`config.mk`:
```
export PLATFORM = sky130hd
export DESIGN_NAME = ddr3_rw_arbiter
export DESIGN_NICKNAME = d
export VERILOG_FILES = /design/src/rtl/ddr3_rw_arbiter_pkg.sv /design/src/rtl/ddr3_rd_outst_cnt.sv /design/src/rtl/ddr3_rw_arbiter.sv
export SDC_FILE = /design/constraint.sdc
export NUM_CORES = 1
export LEC_CHECK = 0
export ABC_AREA = 1
export CAP_MARGIN = 20
export CORE_MARGIN = 10
export CORE_UTILIZATION = 36
export CTS_CLUSTER_DIAMETER = 60
export CTS_CLUSTER_SIZE = 40
export DETAILED_ROUTE_END_ITERATION = 7
export GPL_TIMING_DRIVEN = 0
export PLACE_DENSITY = 0.86
export SKIP_LAST_GASP = 1
export SLEW_MARGIN = 20
export SYNTH_ARGS = -nofsm -noshare
export SYNTH_HDL_FRONTEND = slang
export SYNTH_SLANG_ARGS = --single-unit
export TNS_END_PERCENT = 30
```
`constraint.sdc`:
```
create_clock -name clk -period 1.9 [get_ports clk]
set_input_delay 0.285 -clock clk [delete_from_list [all_inputs] [get_ports clk]]
set_output_delay 0.285 -clock clk [all_outputs]
set_load 0.1 [all_outputs]
```
`src/rtl/ddr3_rw_arbiter_pkg.sv`:
```
// Shared definitions for the DDR3 read/write arbiter: app command
// encodings, FSM state encoding and parameter defaults.
// The address and data width defaults can be overridden at build time
// through the MEM_ADDR_SIZE and CACHE_WIDTH macros.

`ifndef MEM_ADDR_SIZE
`define MEM_ADDR_SIZE 28
`endif

`ifndef CACHE_WIDTH
`define CACHE_WIDTH 128
`endif

package ddr3_rw_arbiter_pkg;

  localparam int DEF_MEM_ADDR_SIZE = `MEM_ADDR_SIZE;
  localparam int DEF_CACHE_WIDTH   = `CACHE_WIDTH;
  localparam int DEF_WR_RUN_MAX    = 8;
  localparam int DEF_RD_OUTST_MAX  = 16;

  localparam logic [2:0] APP_CMD_WR = 3'b000;
  localparam logic [2:0] APP_CMD_RD = 3'b001;

  typedef enum logic [1:0] {
    ST_IDLE = 2'd0,
    ST_WR   = 2'd1,
    ST_RD   = 2'd2
  } arb_state_t;

endpackage

```
`src/rtl/ddr3_rd_outst_cnt.sv`:
```
// Saturating up/down counter of read bursts issued but not yet returned.
// An increment and a decrement in the same cycle cancel out; the count
// never wraps past 0 or past MAX.

module ddr3_rd_outst_cnt #(
  parameter int MAX = 16,
  parameter int W   = 5
) (
  input  logic         clk,
  input  logic         rst_n,
  input  logic         inc,
  input  logic         dec,
  output logic [W-1:0] count,
  output logic         full,
  output logic         empty
);

  logic [W-1:0] count_reg;
  logic [W-1:0] count_next;

  assign count = count_reg;
  assign full  = (count_reg == W'(MAX));
  assign empty = (count_reg == '0);

  // Next count: single-sided moves only, clamped at both ends.
  always_comb begin
    count_next = count_reg;
    if (inc && !dec && !full) begin
      count_next = count_reg + W'(1);
    end else if (dec && !inc && !empty) begin
      count_next = count_reg - W'(1);
    end
  end

  // Count register.
  always_ff @(posedge clk or negedge rst_n) begin
    if (!rst_n) begin
      count_reg <= '0;
    end else begin
      count_reg <= count_next;
    end
  end

endmodule

```
`src/rtl/ddr3_rw_arbiter.sv`:
```
// Arbitrates the single DDR3 app command port between the write stream and
// the read stream. One burst per grant, outstanding reads are tracked and
// no grant is made before calibration completes.
// Optional feature macro ARB_STARVE_GUARD_EN: after WR_RUN_MAX consecutive
// write grants a waiting read is forced ahead of the next write. Without it
// writes have strict priority.

module ddr3_rw_arbiter
  import ddr3_rw_arbiter_pkg::*;
#(
  parameter int MEM_ADDR_SIZE = DEF_MEM_ADDR_SIZE,
  parameter int CACHE_WIDTH   = DEF_CACHE_WIDTH,
  parameter int WR_RUN_MAX    = DEF_WR_RUN_MAX,
  parameter int RD_OUTST_MAX  = DEF_RD_OUTST_MAX
) (
  input  logic                     clk,
  input  logic                     rst_n,
  input  logic                     init_calib_complete,
  input  logic                     wr_req,
  input  logic [MEM_ADDR_SIZE-1:0] wr_addr,
  input  logic [CACHE_WIDTH-1:0]   wr_data,
  output logic                     wr_ack,
  input  logic                     rd_req,
  input  logic [MEM_ADDR_SIZE-1:0] rd_addr,
  output logic                     rd_ack,
  output logic                     app_en,
  output logic [2:0]               app_cmd,
  output logic [MEM_ADDR_SIZE-1:0] app_addr,
  input  logic                     app_rdy,
  output logic                     app_wdf_wren,
  output logic [CACHE_WIDTH-1:0]   app_wdf_data,
  output logic                     app_wdf_end,
  input  logic                     app_wdf_rdy,
  input  logic                     app_rd_data_valid,
  output logic [4:0]               rd_outst
);

  arb_state_t               state_reg, state_next;
  logic                     app_en_reg, app_en_next;
  logic                     app_wdf_wren_reg, app_wdf_wren_next;
  logic [2:0]               app_cmd_reg, app_cmd_next;
  logic [MEM_ADDR_SIZE-1:0] app_addr_reg, app_addr_next;
  logic [CACHE_WIDTH-1:0]   app_wdf_data_reg, app_wdf_data_next;
  logic                     wr_ack_reg, wr_ack_next;
  logic                     rd_ack_reg, rd_ack_next;

  logic wr_grant;
  logic rd_grant;
  logic rd_forced;
  logic rd_full;
  logic rd_empty;
  logic cmd_done;
  logic data_done;
  logic rd_issue;
  logic rd_return;

  // A side of the write handshake is done if it was already accepted
  // earlier or is being accepted this cycle.
  assign cmd_done  = !app_en_reg || app_rdy;
  assign data_done = !app_wdf_wren_reg || app_wdf_rdy;

  // A return with nothing outstanding is spurious; it is dropped before it
  // could cancel a concurrent issue.
  assign rd_issue  = (state_reg == ST_RD) && app_rdy;
  assign rd_return = app_rd_data_valid && !rd_empty;

  ddr3_rd_outst_cnt #(
    .MAX (RD_OUTST_MAX),
    .W   (5)
  ) u_rd_outst_cnt (
    .clk   (clk),
    .rst_n (rst_n),
    .inc   (rd_issue),
    .dec   (rd_return),
    .count (rd_outst),
    .full  (rd_full),
    .empty (rd_empty)
  );

`ifdef ARB_STARVE_GUARD_EN
  localparam int RUN_W = $clog2(WR_RUN_MAX + 1);

  logic [RUN_W-1:0] wr_run_reg, wr_run_next;

  // Consecutive write grants while a read is waiting, saturating.
  always_comb begin
    wr_run_next = wr_run_reg;
    if (rd_grant || (state_reg == ST_IDLE && !rd_req)) begin
      wr_run_next = '0;
    end else if (wr_grant && wr_run_reg != RUN_W'(WR_RUN_MAX)) begin
      wr_run_next = wr_run_reg + RUN_W'(1);
    end
  end

  // Write-run register.
  always_ff @(posedge clk or negedge rst_n) begin
    if (!rst_n) begin
      wr_run_reg <= '0;
    end else begin
      wr_run_reg <= wr_run_next;
    end
  end

  assign rd_forced = (wr_run_reg == RUN_W'(WR_RUN_MAX));
`else
  assign rd_forced = 1'b0;
`endif

  // Grant selection, burst sequencing and next values of all outputs.
  always_comb begin
    state_next        = state_reg;
    app_en_next       = app_en_reg;
    app_wdf_wren_next = app_wdf_wren_reg;
    app_cmd_next      = app_cmd_reg;
    app_addr_next     = app_addr_reg;
    app_wdf_data_next = app_wdf_data_reg;
    wr_ack_next       = 1'b0;
    rd_ack_next       = 1'b0;
    wr_grant          = 1'b0;
    rd_grant          = 1'b0;
    case (state_reg)
      ST_IDLE: begin
        // The ack cycle is spent here without granting: the requester
        // still holds its old request during that cycle.
        if (init_calib_complete && !wr_ack_reg && !rd_ack_reg) begin
          if (rd_req && rd_forced && !rd_full) begin
            rd_grant = 1'b1;
          end else if (wr_req) begin
            wr_grant = 1'b1;
          end else if (rd_req && !rd_full) begin
            rd_grant = 1'b1;
          end
        end
        if (wr_grant) begin
          state_next        = ST_WR;
          app_en_next       = 1'b1;
          app_wdf_wren_next = 1'b1;
          app_cmd_next      = APP_CMD_WR;
          app_addr_next     = wr_addr;
          app_wdf_data_next = wr_data;
        end else if (rd_grant) begin
          state_next    = ST_RD;
          app_en_next   = 1'b1;
          app_cmd_next  = APP_CMD_RD;
          app_addr_next = rd_addr;
        end
      end
      ST_WR: begin
        if (app_rdy) begin
          app_en_next = 1'b0;
        end
        if (app_wdf_rdy) begin
          app_wdf_wren_next = 1'b0;
        end
        if (cmd_done && data_done) begin
          wr_ack_next = 1'b1;
          state_next  = ST_IDLE;
        end
      end
      ST_RD: begin
        if (app_rdy) begin
          app_en_next = 1'b0;
          rd_ack_next = 1'b1;
          state_next  = ST_IDLE;
        end
      end
      default: begin
        state_next = ST_IDLE;
      end
    endcase
  end

  // State and output registers.
  always_ff @(posedge clk or negedge rst_n) begin
    if (!rst_n) begin
      state_reg        <= ST_IDLE;
      app_en_reg       <= 1'b0;
      app_wdf_wren_reg <= 1'b0;
      app_cmd_reg      <= APP_CMD_WR;
      app_addr_reg     <= '0;
      app_wdf_data_reg <= '0;
      wr_ack_reg       <= 1'b0;
      rd_ack_reg       <= 1'b0;
    end else begin
      state_reg        <= state_next;
      app_en_reg       <= app_en_next;
      app_wdf_wren_reg <= app_wdf_wren_next;
      app_cmd_reg      <= app_cmd_next;
      app_addr_reg     <= app_addr_next;
      app_wdf_data_reg <= app_wdf_data_next;
      wr_ack_reg       <= wr_ack_next;
      rd_ack_reg       <= rd_ack_next;
    end
  end

  assign app_en       = app_en_reg;
  assign app_wdf_wren = app_wdf_wren_reg;
  assign app_wdf_end  = app_wdf_wren_reg;
  assign app_cmd      = app_cmd_reg;
  assign app_addr     = app_addr_reg;
  assign app_wdf_data = app_wdf_data_reg;
  assign wr_ack       = wr_ack_reg;
  assign rd_ack       = rd_ack_reg;

endmodule

```
==> impl_metrics.toml <==
[outcome]
status = "complete, but fails checks"
violations = "setup timing"

[grt]
grt_pass1_wl_um = 40400
overflow = 0
grt_use_total = 0.198
antenna_found_initial = 0
grt_max_degree = 96
grt_pass1_vias = 7166

[drt]
postRouteAntennaNets = 0
wire_per_inst_um = 16.8
drtIter0Drc = 498
via_count = 6899
viasPerCell = 4.52
routed_wl_um = 25700
drt-pass1-iter-count = 7
drcViolationCount = 0

[floorplanning]
core_mm2 = 0.0193
die_w_um = 160
start_util = 0.364
fp-row-count = 51
die_h_um = 160
die_area_mm2 = 0.0256
pin_count = 361

[place]
port-buffer-count = 358
routabilityCongestion = 0.849
place_hpwl_um = 19900

[timing]
min_period_ns = 1.94
tightest_slew_ns = 1.01
fin_hold_ws_ns = 0.398
setup_violations = 74
fin_ws_ns = -0.0386
maxSlewViolCount = 0
slew_headroom = 0.330
finClkSkew_ns = 0.0115
period_share = 1.02
fmax_ghz = 0.516
finalHoldViolations = 0
rsz0062_at_grt = "yes"

[finish]
drive_gt1_frac = 0.160
layout.nets = 1447
nFillCells = 1665
largest_reg_flops = 128
area_delta_synth_final_pct = 64.7
antennaDiodeCount = 0

[worst_setup_path]
max_stage_delay_ns = 0.88
crit_family = "buffers and inverters"
cp.arrival_ns = 1.65
path_class = "flip-flop to output pin"
path_buf_inv = 1
critPathMaxFanout = 2
worstSetupStartpointType = "flip-flop"
worstPathRequired_ns = 1.62
end_kind = "output pin"
critical_path.cell_chain = "dlygate4sd2_1"
slowest_stage = "dlygate4sd2_1"

[yosys]
syn_inst = 854
synth_top_family_by_area = "simple AND/OR/NAND/NOR gates"
synth-seq-cells = 168
yosys.area_share.simple = 0.334
syn_area_mm2 = 0.00705
synth.area.mux_share = 0
synth-xor-area-share = 0.00249
ys_types = 23
syn_area_per_cell_um2 = 8.25
synth_adder_area_share = 0.0135
ys_seq_area_frac = 0.597
ys_warn_count = 0
synth_compound_area_frac = 0.00568

[clocking]
cts_inserted_buffers = 17
clock_latency_ns = 0.41
clk_pin_slew_worst_paths_ns = 0.07
clock_path_buffers = 2
htree_levels = 4
cts_tree = "yes"
cts_root_buffer = "clkbuf_16"
cts_sinks = 168

[worst_hold_path]
hp-class = "input port to flip-flop"

[job]
cap_violations = 0
-- kinds of logic (layout without fill, tap and decap cells) --
logic type / Yosys count / count (layout)
other cells: 1 / 2
flops: 168 / 168
compound gates: 7 / 7
fa+ha+maj: 7 / 7
simple gates: 609 / 609
xor+xnor: 2 / 2
buf+inv: 60 / 465
-- cell usage in the layout (no fill, tap or decap), types with 3 or more instances in the layout --
master	netlist	layout
buf_2	22	22
nand2_2	2	3
nand3_2	2	6
buf_4	13	27
dlygate4sd2_1	0	85
clkinv_4	0	3
clkbuf_8	0	3
clkdlybuf4s15_2	0	50
buf_6	4	4
inv_6	0	4
inv_2	3	4
o21ai_0	3	3
nand2_1	582	580
clkbuf_2	0	32
dfrtp_1	168	162
nor2_4	1	3
nand3_1	16	11
inv_1	15	13
clkbuf_16	0	17
dfrtp_4	0	4
ha_4	0	3
clkdlybuf4s50_1	0	190
ha_1	6	3
-- synth_stat cells (all sizes together) --
library cell / instances / area share
inv: 19 / 0.010
dfrtp: 168 / 0.60
clkbuf: 2 / 0.0011
nor2: 6 / 0.0050
a21oi: 2 / 0.0014
nand3b: 1 / 0.0028
o21ai: 3 / 0.0021
buf: 39 / 0.036
conb: 1 / 0.00053
xor2: 2 / 0.0025
a21boi: 2 / 0.0021
nand2: 584 / 0.31
nand3: 18 / 0.014
ha: 6 / 0.011
fa: 1 / 0.0028
-- worst paths after layout --
kind	slack (ns)	end	cells after the start	from
max	-0.04	wr_ack	1	wr_ack$_DFF_PN0_
min	0.40	app_wdf_data[125]$_DFFE_PN0P_	3	wr_data[125]
max reg2reg	0.03	u_rd_outst_cnt.count[4]$_DFFE_PN0P_	11	u_rd_outst_cnt.count[1]$_DFFE_PN0P_
min reg2reg	0.46	app_addr[6]$_DFFE_PN0P_	2	app_addr[6]$_DFFE_PN0P_
max in group asynchronous	0.59	app_wdf_data[45]$_DFFE_PN0P_	3	rst_n
min in group asynchronous	0.42	app_wdf_data[101]$_DFFE_PN0P_	2	rst_n
-- per-layer routing --
metal	up-vias	GRT usage	part of all wire
met1	3258	0.230	0.40
met4	0	0.0651	0.025
li1	3359	-	-
met3	35	0.0666	0.073
met2	247	0.338	0.50
met5	-	0	0
-- repair_timing --
action / in CTS / in global routing
hold endpoints to repair: 73 / 0
endpoints found under the setup margin: 170 / 121
setup buffers: 1 / 13
gates resized for setup: 267 / 73
pin swaps: 1 / 5
hold buffers: 1 / 0
-- area by class of cell --
cell class,count,area (um^2),area share
multi-input combinational,627,2610,0.225
buffer,41,260,0.0224
clock inverter,11,111,0.00959
inverter,19,76.3,0.00658
clock buffer,20,467,0.0402
tap,265,332,0.0286
timing repair buffer,374,3530,0.304
sequential,168,4220,0.364
-- through the flow --
stage	setup WS (ns)	instance area, um^2	util	TNS, ns	std cells
3_3_place_gp	-7.56	11100	0.572	-1079.46	1478
5_1_grt	-0.105	11600	0.600	-6.66	1525
6_report	-0.0386	11600	0.600	-1.01	1525
2_1_floorplan	-0.107	7140	-	-0.107	855
4_1_cts	-0.179	11600	0.600	-4.88	1512
3_5_place_dp	-0.262	11100	0.573	-0.902	1479
Power is left out: the tool's default activity adds up to more than one toggle a clock period on the data nets, which glitch-free logic cannot reach.
